## src/rtl/mem_arbiter_pkg.sv

```systemverilog
// Shared definitions for the unified memory port arbiter:
// state encodings, full-word byte enable and a byte-enable helper.
package mem_arbiter_pkg;

  localparam logic [2:0] ST_IDLE   = 3'd0;
  localparam logic [2:0] ST_BUSY_I = 3'd1;
  localparam logic [2:0] ST_BUSY_D = 3'd2;
  localparam logic [2:0] ST_DONE_I = 3'd3;
  localparam logic [2:0] ST_DONE_D = 3'd4;

  localparam logic [3:0] BE_WORD = 4'b1111;

  // Reads always fetch the whole word.
  function automatic logic [3:0] cmd_be(
    input logic       we,
    input logic [3:0] be
  );
    return we ? be : BE_WORD;
  endfunction

endpackage

```

## src/rtl/mem_arbiter_rr2.sv

```systemverilog
// Two-way round-robin grant between fetch (i) and data (d).
// Ports: req_i/req_d in, upd/served_d update last_d, grant_i/grant_d out.
module mem_arbiter_rr2 (
  input  logic clk,
  input  logic reset,
  input  logic req_i,
  input  logic req_d,
  input  logic upd,
  input  logic served_d,
  output logic grant_i,
  output logic grant_d
);

  logic last_d;

  always_ff @(posedge clk) begin
    if (reset)
      last_d <= 1'b0;
    else if (upd)
      last_d <= served_d;
  end

  // Data wins a conflict unless it was served last.
  assign grant_d = req_d & (~req_i | ~last_d);
  assign grant_i = req_i & ~grant_d;

endmodule

```

## src/rtl/mem_arbiter.sv

```systemverilog
// Shares one memory port between fetch (F) and the M-stage data access.
// Ports: F/M request sides with stalls, mem_* memory side, bus_error.
module mem_arbiter
  import mem_arbiter_pkg::*;
#(
  parameter int TIMEOUT = 16,
  parameter int CW      = 5
) (
  input  logic        clk,
  input  logic        reset,
  input  logic        instr_req_F,
  input  logic [31:0] instr_addr_F,
  output logic [31:0] instr_rdata_F,
  output logic        instr_stall_F,
  input  logic        data_req_M,
  input  logic        mem_write_M,
  input  logic [31:0] data_addr_M,
  input  logic [31:0] mem_in_M,
  input  logic [3:0]  byte_en_M,
  output logic [31:0] mem_out_M,
  output logic        data_stall_M,
  output logic        mem_req,
  output logic        mem_we,
  output logic [31:0] mem_addr,
  output logic [31:0] mem_wdata,
  output logic [3:0]  mem_be,
  input  logic [31:0] mem_rdata,
  input  logic        mem_ready,
  output logic        bus_error
);

  logic [2:0]    state, state_n;
  logic [CW-1:0] cnt;
  logic          grant_i, grant_d;
  logic          busy, grab, timeout, finish;
  logic          we_q;
  logic [31:0]   addr_q, wdata_q;
  logic [3:0]    be_q;
  logic [31:0]   rd;

  assign busy    = (state == ST_BUSY_I) | (state == ST_BUSY_D);
  assign grab    = (state == ST_IDLE) & (grant_i | grant_d);
  assign timeout = busy & ~mem_ready & (cnt == CW'(TIMEOUT - 1));
  assign finish  = busy & (mem_ready | timeout);
  assign rd      = timeout ? 32'd0 : mem_rdata;

  mem_arbiter_rr2 u_rr2 (
    .clk      (clk),
    .reset    (reset),
    .req_i    (instr_req_F),
    .req_d    (data_req_M),
    .upd      (finish),
    .served_d (state == ST_BUSY_D),
    .grant_i  (grant_i),
    .grant_d  (grant_d)
  );

  always_ff @(posedge clk) begin
    if (reset)
      state <= ST_IDLE;
    else
      state <= state_n;
  end

  always_comb begin
    state_n = state;
    unique case (state)
      ST_IDLE: begin
        if (grant_d)
          state_n = ST_BUSY_D;
        else if (grant_i)
          state_n = ST_BUSY_I;
      end
      ST_BUSY_I: if (finish) state_n = ST_DONE_I;
      ST_BUSY_D: if (finish) state_n = ST_DONE_D;
      ST_DONE_I: state_n = ST_IDLE;
      ST_DONE_D: state_n = ST_IDLE;
      default:   state_n = ST_IDLE;
    endcase
  end

  always_comb begin
    mem_req       = busy;
    mem_we        = busy & we_q;
    mem_addr      = addr_q;
    mem_wdata     = wdata_q;
    mem_be        = be_q;
    instr_stall_F = instr_req_F & (state != ST_DONE_I);
    data_stall_M  = data_req_M & (state != ST_DONE_D);
  end

  // Captured command, held for the whole transaction.
  always_ff @(posedge clk) begin
    if (reset) begin
      we_q    <= 1'b0;
      addr_q  <= '0;
      wdata_q <= '0;
      be_q    <= '0;
    end else if (grab) begin
      if (grant_d) begin
        we_q    <= mem_write_M;
        addr_q  <= data_addr_M;
        wdata_q <= mem_in_M;
        be_q    <= cmd_be(mem_write_M, byte_en_M);
      end else begin
        we_q    <= 1'b0;
        addr_q  <= instr_addr_F & 32'hFFFF_FFFC;
        wdata_q <= '0;
        be_q    <= BE_WORD;
      end
    end
  end

  always_ff @(posedge clk) begin
    if (reset)
      cnt <= '0;
    else if (grab)
      cnt <= '0;
    else if (busy)
      cnt <= cnt + CW'(1);
  end

  always_ff @(posedge clk) begin
    if (reset)
      bus_error <= 1'b0;
    else if (timeout)
      bus_error <= 1'b1;
  end

  // A timed-out read returns zero so the requester never hangs.
  always_ff @(posedge clk) begin
    if (reset) begin
      instr_rdata_F <= '0;
      mem_out_M     <= '0;
    end else if (finish) begin
      if (state == ST_BUSY_I)
        instr_rdata_F <= rd;
      if ((state == ST_BUSY_D) && !we_q)
        mem_out_M <= rd;
    end
  end

endmodule

```

## config.mk

```make
export PLATFORM = sky130hd
export DESIGN_NAME = mem_arbiter
export DESIGN_NICKNAME = d
export VERILOG_FILES = /design/src/rtl/mem_arbiter_pkg.sv /design/src/rtl/mem_arbiter_rr2.sv /design/src/rtl/mem_arbiter.sv
export SDC_FILE = /design/constraint.sdc
export NUM_CORES = 1
export LEC_CHECK = 0
export CORE_MARGIN = 2
export CORE_UTILIZATION = 41
export CTS_BUF_LIST = sky130_fd_sc_hd__clkbuf_8
export DETAILED_ROUTE_END_ITERATION = 12
export PLACE_DENSITY = 0.86
export RECOVER_POWER = 50
export REMOVE_ABC_BUFFERS = 1
export SLEW_MARGIN = 20
export SYNTH_ARGS = -nofsm -noshare
export SYNTH_HDL_FRONTEND = slang
export SYNTH_HIERARCHICAL = 1
export SYNTH_SLANG_ARGS = --single-unit
```

## constraint.sdc

```tcl
create_clock -name clk -period 2.25 [get_ports clk]
set_input_delay 0.45 -clock clk [delete_from_list [all_inputs] [get_ports clk]]
set_output_delay 0.45 -clock clk [all_outputs]
set_load 0.02 [all_outputs]
```

Yosys cells after proc, flatten, opt, wreduce, memory -nomap -nowiden
Index checks and enable logic that the tools add are counted.
{"block": "classes", "bitwise_logic": 17, "eq_ne": 8, "addsub": 1, "n_mux": 11, "n_reduce_logical": 7}
{"operator": "$mux W32", "n": 3}
{"operator": "$mux W3", "n": 4}
{"operator": "$and A1 B1 Y1", "n": 9}
{"operator": "$pmux W3 S3", "n": 1}
{"operator": "$mux W4", "n": 2}
{"operator": "$ne A3 B3 Y1 const B", "n": 2}
{"operator": "$add A5 B1 Y5 const B", "n": 1}
{"operator": "$eq A5 B4 Y1 const B", "n": 1}
{"operator": "$ne A2 B2 Y1 const B", "n": 2}
{"operator": "$not A1 Y1", "n": 4}
{"operator": "$or A1 B1 Y1", "n": 4}
{"operator": "$reduce_and A2 Y1", "n": 2}
{"operator": "$eq A3 B1 Y1 const B", "n": 1}
{"operator": "$eq A3 B2 Y1 const B", "n": 1}
{"operator": "$logic_not A3 Y1", "n": 1}
{"operator": "$ne A3 B2 Y1 const B", "n": 1}
{"operator": "$reduce_and A3 Y1", "n": 1}
{"operator": "$reduce_or A2 Y1", "n": 1}
{"operator": "$logic_and A1 B1 Y1", "n": 1}
{"operator": "$logic_not A1 Y1", "n": 1}
{"operator": "$mux W1", "n": 1}
{"block": "totals", "reg_bits": 143, "output_inout_bits": 137, "input_bits": 138}

Depth between registers and ports, before layout
Gate-level depths: netlist of run 1.
{"block": "logic_depth", "word_depth": 8, "mapped_depth": 7, "mapped_depth_nobuf": 7}

Hierarchy
Netlist of run 1, hierarchy kept.
{"module": "mem_arbiter", "instances": 1, "seq_area_each_um2": 2842.7, "cells_each": 449, "area_per_inst_um2": 5142.4}
{"module": "mem_arbiter_rr2", "instances": 1, "seq_area_each_um2": 20.0, "cells_each": 6, "area_per_inst_um2": 52.6}

Worst setup path after synthesis of run 1
Ideal clock, no wire load.
{"block": "synth_path", "path_kind": "register to register", "start": "register cnt[0]", "end": "register instr_rdata_F[10]", "path_stages_with_launch": 8, "arrival_ns": 1.828, "setup_ns": 0.059, "slack_ns": 0.363, "t_required_ns": 2.191, "cell_sequence": "dfxtp_1 -> ha_1 -> and3_1 -> ha_1 -> or2_2 -> a31oi_1 -> buf_2 -> a22o_1"}
{"block": "synth_via", "elab_chain_len": 5, "word_cells_on_any_way": 6, "cone_classes": "eq/ne: 1; mux: 1; bitwise: 3; reduce/logical: 1"}
{"element": "start, declared", "line": "mem_arbiter.sv:33", "text": "logic [CW-1:0] cnt;"}
{"element": "start signal, assigned", "line": "mem_arbiter.sv:120", "text": "cnt <= cnt + CW'(1);"}
{"element": "$eq A5 B4 Y1 *", "line": "mem_arbiter.sv:43", "text": "assign timeout = busy & ~mem_ready & (cnt == CW'(TIMEOUT - 1));"}
{"element": "$and A1 B1 Y1 *", "line": "mem_arbiter.sv:43"}
{"element": "$or A1 B1 Y1", "line": "mem_arbiter.sv:44", "text": "assign finish = busy & (mem_ready | timeout);"}
{"element": "$and A1 B1 Y1", "line": "mem_arbiter.sv:44"}
{"element": "$reduce_and A2 Y1 (no line)"}
{"element": "end signal, assigned", "line": "mem_arbiter.sv:137", "text": "instr_rdata_F <= rd;"}
{"element": "end, declared", "line": "mem_arbiter.sv:13", "text": "output logic [31:0] instr_rdata_F,"}
Mark *: on every way between the ends. The rest lies on a longest branch, timed or not.
A chain may end at the register's enable or synchronous reset.

Worst setup path in the final report of run 1
{"block": "layout_path", "start": "input port instr_req_F", "end": "register wdata_q[11] (netlist: mem_wdata[11])"}
{"block": "layout_via", "elab_chain_len": 7, "word_cells_on_any_way": 8, "cone_classes": "mux: 1; bitwise: 7"}
{"element": "start, declared", "line": "mem_arbiter.sv:11", "text": "input logic instr_req_F,"}
{"element": "$not A1 Y1 *", "line": "mem_arbiter_rr2.sv:24", "text": "assign grant_d = req_d & (~req_i | ~last_d);"}
{"element": "$or A1 B1 Y1 *", "line": "mem_arbiter_rr2.sv:24"}
{"element": "$and A1 B1 Y1 *", "line": "mem_arbiter_rr2.sv:24"}
{"element": "net grant_d", "line": "mem_arbiter.sv:34", "text": "logic grant_i, grant_d;"}
{"element": "$not A1 Y1", "line": "mem_arbiter_rr2.sv:25", "text": "assign grant_i = req_i & ~grant_d;"}
{"element": "$and A1 B1 Y1", "line": "mem_arbiter_rr2.sv:25"}
{"element": "$or A1 B1 Y1", "line": "mem_arbiter.sv:42", "text": "assign grab = (state == ST_IDLE) & (grant_i | grant_d);"}
{"element": "$and A1 B1 Y1", "line": "mem_arbiter.sv:42"}
{"element": "end signal, assigned", "line": "mem_arbiter.sv:103", "text": "wdata_q <= mem_in_M;"}
{"element": "end, declared", "line": "mem_arbiter.sv:37", "text": "logic [31:0] addr_q, wdata_q;"}
Mark *: on every way through the listed nets, which the timed path passes. The rest lies on a longest branch.

==> results of run 1 <==
logic make-up (layout without fill, tap and decap cells):
logic type / after synthesis / in the layout / synth area share [%]
AOI/OAI and AO/OA: 186 / 186 / 28.01
DFF: 143 / 143 / 55.11
buffers and inverters: 52 / 329 / 5.371
and+or+nand+nor: 38 / 38 / 4.528
muxes: 32 / 32 / 6.166
adders and majority gates: 2 / 2 / 0.4816
xor gates and xnor gates: 2 / 2 / 0.3372
through the flow:
step	hold WS, ns	power, mW	setup TNS (ns)	util [%]
finish	0.3377	6.175	0	67.44
global route	0.3254	6.454	0	67.44
CTS	0.3065	6.258	0	67.57
detailed placement	0.4534	4.502	-11.49	64.85
global placement	0.4555	4.455	-7.319	64.85
floorplan	0.4493	3.617	-264.93	-
power groups by stage:
stage | clock, mW | combinational, mW | sequential (mW)
global route | 1.93 | 1.65 | 2.88
floorplan | 0 | 0.480 | 3.14
global placement | 0 | 1.55 | 2.90
finish | 1.77 | 1.55 | 2.86
detailed placement | 0 | 1.59 | 2.91
CTS | 1.81 | 1.59 | 2.86
sequential cells by signal, indices dropped and copies added (netlist names):
name and cells:
bus_error 1, cnt 5, instr_rdata_F 32, mem_addr 32, mem_be 4, mem_out_M 32
mem_wdata 32, state 3, u_rr2/last_d 1, we_q 1
layout make-up:
cell class	count	area share, %
Timing Repair Buffer	290	34.46
Sequential cell	143	33.93
Multi-Input combinational cell	260	24.68
Clock buffer	18	2.935
Tap cell	172	2.549
Clock inverter	14	1.141
Inverter	7	0.3112
worst paths after layout:
check / to / start / slack (ns)
min: state[0] / reset / 0.34
max: mem_wdata[11] / instr_req_F / 0.06
min reg2reg: mem_out_M[16] / mem_out_M[16] / 0.47
max reg2reg: mem_addr[22] / state[2] / 0.21
synthesized netlist by cell type (all sizes together):
cell	count	area share, %
dfxtp	143	55
a22o	98	17
a21oi	41	4.2
buf	37	4.3
mux2i	32	6.2
a211oi	31	4.5
nor3	12	1.4
clkbuf	8	0.58
inv	7	0.51
nor2	7	0.51
o21ai	5	0.48
a31oi	3	0.48
nand3	3	0.29
or3	3	0.36
a21boi	2	0.29
and3	2	0.24
ha	2	0.48
nor4	2	0.53
or2	2	0.24
a21o	1	0.14
a41oi	1	0.17
and3b	1	0.17
nand2	1	0.072
nand2b	1	0.12
nor2b	1	0.12
o21a	1	0.14
o31a	1	0.19
o31ai	1	0.14
o32ai	1	0.17
or2b	1	0.14
or3b	1	0.22
or4	1	0.14
xnor2	1	0.17
xor2	1	0.17
layer usage:
layer | vias to the layer above | GRT usage [%] | wire, um
li1 | 2248 | - | -
met1 | 2315 | 25.79 | 6408
met2 | 233 | 41.94 | 8102
met3 | 31 | 9.549 | 1626
met4 | 0 | 10.51 | 433
met5 | - | 0 | 0
what timing repair did:
action | in CTS | in global routing
gates resized for setup | 5 | 3
hold buffers | 0 | 0
setup endpoints to repair | 4 | 2
critical path: stages:
cell and delay [ns]:
dlygate4sd3_1 0.59, buf_4 0.14, a21boi_4 0.05, clkbuf_1 0.14, or2_2 0.43, a21oi_4 0.14
clkbuf_4 0.39, a22o_1 0.22
==> flow_summary.ini, run 1 <==
[power]
ir_drop_v = 0.0004176
combPwrFrac_pct = 25.1
p_sw_share_pct = 30.55
leakagePower_nw = 3.416
clock_power_share_pct = 28.6
p_int_mw = 4.289
seqPwrFrac_pct = 46.3
p_sw_mw = 1.887
powerDensity_nw_per_um2 = 731.5

[synthesis]
synth_seq_cells = 143
ys_types = 44
syn_area_per_cell_um2 = 11.42
seq_area_frac_synth_pct = 55.11
syn_area_um2 = 5195
yosys_warnings = 6
synthCells = 455

[setup_path]
critPathRequiredTime_ns = 2.63
cp_max_fo = 34
r2r_cells = 5
crit_type = in -> reg
worstPathArrival_ns = 2.57
startpoint_type = input pin
cp-end-kind = flop

[detailed_routing]
dr.pass1.iters = 4
ant_nets = 0
dr_total_vias = 4827
viasPerCell = 5.340
avgRoutedWirePerCell_um = 18.33
wl_mm = 16.57
drc = 0
drt-initial-drc-count = 343

[global_route]
grt_pass1_wl_mm = 25.15
grt_usage_pct = 24.03
grt_pass1_vias = 4928
grt_max_degree = 45
grt_overflow_total = 0
antenna_found_initial = 0

[floorplanning]
num_rows = 41
core_area_um2 = 12520
fp.dieH_um = 116.6
start_util_pct = 41.50
die_area_um2 = 13590
pin_count = 275
die_width_um = 116.6

[timing]
hold_viol_final = 0
slew_headroom_pct = 54.41
setup_viol = 0
fmax_mhz = 456.9
finalCriticalPeriod_ns = 2.189
rsz0062_at_grt = false
slew_viol_final = 0
worst_slack_ns = 0.06144
fin_skew_ns = 0.009281
finalCritPeriodShare_pct = 97.27
max_slew.worst_pin.slew_ns = 0.6823

[min_path]
hold_depth = 3
hold_path.class = in -> reg

[placement]
place_congestion = 0.7969
placed_area_um2 = 8118
hpwl_mm = 12.04
io_buffer_count = 272
dp.cells = 872
place_ws_ns = -0.3605

[finish]
area_growth_pct = 62.50
diodes = 0
drive_above_1_share_pct = 12.02
final_area_um2 = 8442
most-common-layout-cells = clkdlybuf4s50_1, dfxtp_1, a22o_1
multi_input_area_um2 = 2083
finalNonFillerCells = 904
layout.area.seq_um2 = 2864
layout_commonest_cell = clkdlybuf4s50_1
final_net_count = 859
fillers = 949

[cts]
insertion_delay_ns = 0.45
cts.root.buffer_cell = clkbuf_8
cts.sinks = 143
h-tree-depth = 4
cts_setup_buffers = 0
clk_path_buf_depth = 2
cts-buffers-inserted = 17
cts_tree = yes
cts.clk_slew.worst_paths_ns = 0.07

[run]
cap_violations = 0

[outcome]
status = finished clean
Note: power is estimated with default switching activity, not from simulation.
==> run 2: changes to the inputs <==
- CORE_ASPECT_RATIO: default -> 1.1
==> flow_summary.ini, run 2 (synthesis gave the netlist of run 1 again) <==
[outcome]
status = finished clean

[power]
combPwrFrac_pct = 24.0
p_int_mw = 4.556
powerDensity_nw_per_um2 = 756.2
leakagePower_nw = 3.564
p_sw_share_pct = 29.19
seqPwrFrac_pct = 44.5
p_sw_mw = 1.878
ir_drop_v = 0.0004896
clock_power_share_pct = 31.4

[global_route]
grt_overflow_total = 0
antenna_found_initial = 1
grt_pass1_vias = 4814
grt_usage_pct = 23.31
grt_pass1_wl_mm = 25.15
grt_max_degree = 38

[setup_path]
slowest_stage = dfxtp_1
crit_family = buffers and inverters
worstPathBufferInverterCount = 2
max_stage_delay_ns = 0.44
cp_max_fo = 5
crit_type = reg -> out
worstPathArrival_ns = 1.70
cp-end-kind = primary output
r2r_cells = 7
reg2reg_from = cnt[0]
path_depth = 3
critPathRequiredTime_ns = 1.80
cp_cell_sequence = inv_1 > o31a_2 > dlygate4sd2_1
startpoint_type = flop
r2r_slack_ns = 0.30
r2r_end = mem_out_M[3]

[detailed_routing]
ant_nets = 0
drt-initial-drc-count = 280
avgRoutedWirePerCell_um = 18.32
dr_total_vias = 4895
wl_mm = 16.34
viasPerCell = 5.488
drc = 0
dr.pass1.iters = 4

[cts]
cts-buffers-inserted = 17
clk_path_buf_depth = 2
cts.root.buffer_cell = clkbuf_8
cts_tree = yes
cts.sinks = 143
cts_setup_buffers = 0
insertion_delay_ns = 0.43
h-tree-depth = 4
cts.clk_slew.worst_paths_ns = 0.08

[floorplanning]
pin_count = 275
fp.dieH_um = 122.1
die_area_um2 = 13590
start_util_pct = 41.62
core_area_um2 = 12480
num_rows = 43
die_width_um = 111.3

[timing]
finalSetupTns_ns = 0
slew_headroom_pct = 53.77
slew_viol_final = 0
finalCriticalPeriod_ns = 2.155
setup_viol = 0
fmax_mhz = 464.1
max_slew.worst_pin.slew_ns = 0.6917
rsz0062_at_grt = false
hold_viol_final = 0
fin_skew_ns = 0.01576
finalCritPeriodShare_pct = 95.76

[finish]
area_growth_pct = 63.75
final_net_count = 861
layout.area.seq_um2 = 2865
fillers = 914
final_area_um2 = 8507
layout_commonest_cell = clkdlybuf4s50_1
drive_above_1_share_pct = 12.53
most-common-layout-cells = clkdlybuf4s50_1, dfxtp_1, dlygate4sd3_1
multi_input_area_um2 = 2078

[placement]
hpwl_mm = 11.91
io_buffer_count = 272
place_congestion = 0.8530
placed_area_um2 = 8114

[min_path]
worstHoldStart = reset
hold_path.class = in -> reg
hold_depth = 3
whs_endpoint = state[0]

[run]
cap_violations = 0
run 2: cell types whose count changed in the layout (fill, tap and decap cells not counted), moves of 2 or more:
| cell | delta |
|---|---|
| clkdlybuf4s50_1 | -32 |
| dlygate4sd3_1 | +32 |
| clkinvlp_4 | -3 |
| buf_4 | +5 |
| clkbuf_2 | -2 |
| bufinv_16 | +2 |
| clkbuf_1 | -2 |
run 2: worst min-delay path: cells and delay by family:
family	cells	cell delay, ns
compound gates	1	0.11
buf+inv	1	0.10
simple gates	1	0.08
run 2: how the worst max path moves through the flow:
stage                 from      endpoint
6_report          state[2]  data_stall_M
3_5_place_dp   instr_req_F  mem_addr[24]
3_3_place_gp   instr_req_F  mem_addr[11]
2_1_floorplan   data_req_M  mem_addr[10]
4_1_cts        instr_req_F   mem_addr[2]
5_1_grt           state[2]  data_stall_M
run 2: power by group through the flow:
stage	combinational (mW)	sequential (mW)	clock [mW]
after floorplan	0.480	3.14	0
after global placement	1.56	2.91	0
after detailed placement	1.59	2.92	0
after CTS	1.60	2.87	2.06
after global routing	1.64	2.89	2.18
final	1.54	2.87	2.02
run 2: area by class of cell:
class,count,area share [%]
antenna,1,0.02942
inverter,7,0.3089
sequential,143,33.68
timing repair buffer,292,34.53
clock inverter,13,1.633
multi-input combinational,260,24.43
tap,157,2.309
clock buffer,19,3.074
run 2: metrics by stage:
step / utilization, % / power (mW) / setup WS [ns] / hold WS (ns) / cells
2_1_floorplan: - / 3.617 / -3.430 / 0.4493 / 410
3_3_place_gp: 65.01 / 4.466 / -0.2699 / 0.4565 / 859
3_5_place_dp: 65.01 / 4.513 / -0.4006 / 0.4552 / 859
4_1_cts: 68.19 / 6.529 / 0.06037 / 0.3224 / 891
5_1_grt: 68.13 / 6.704 / 0.006214 / 0.3328 / 891
6_report: 68.15 / 6.433 / 0.09546 / 0.3515 / 892
run 2: metal layers:
metal  GRT usage [%]  part of all wire [%]  up-vias  routed length (um)
li1                -                     -     2269                   -
met3           7.463                   8.6       25                1410
met2           40.89                    50      274                8173
met4           7.716                   1.8        0                 291
met1           27.14                    40     2327                6469
met5               0                     0        -                   0
run 2: repair_timing:
item                       in CTS  in global routing
hold buffers                    0                  0
gates resized for setup         6                  0
setup endpoints to repair       4                  0
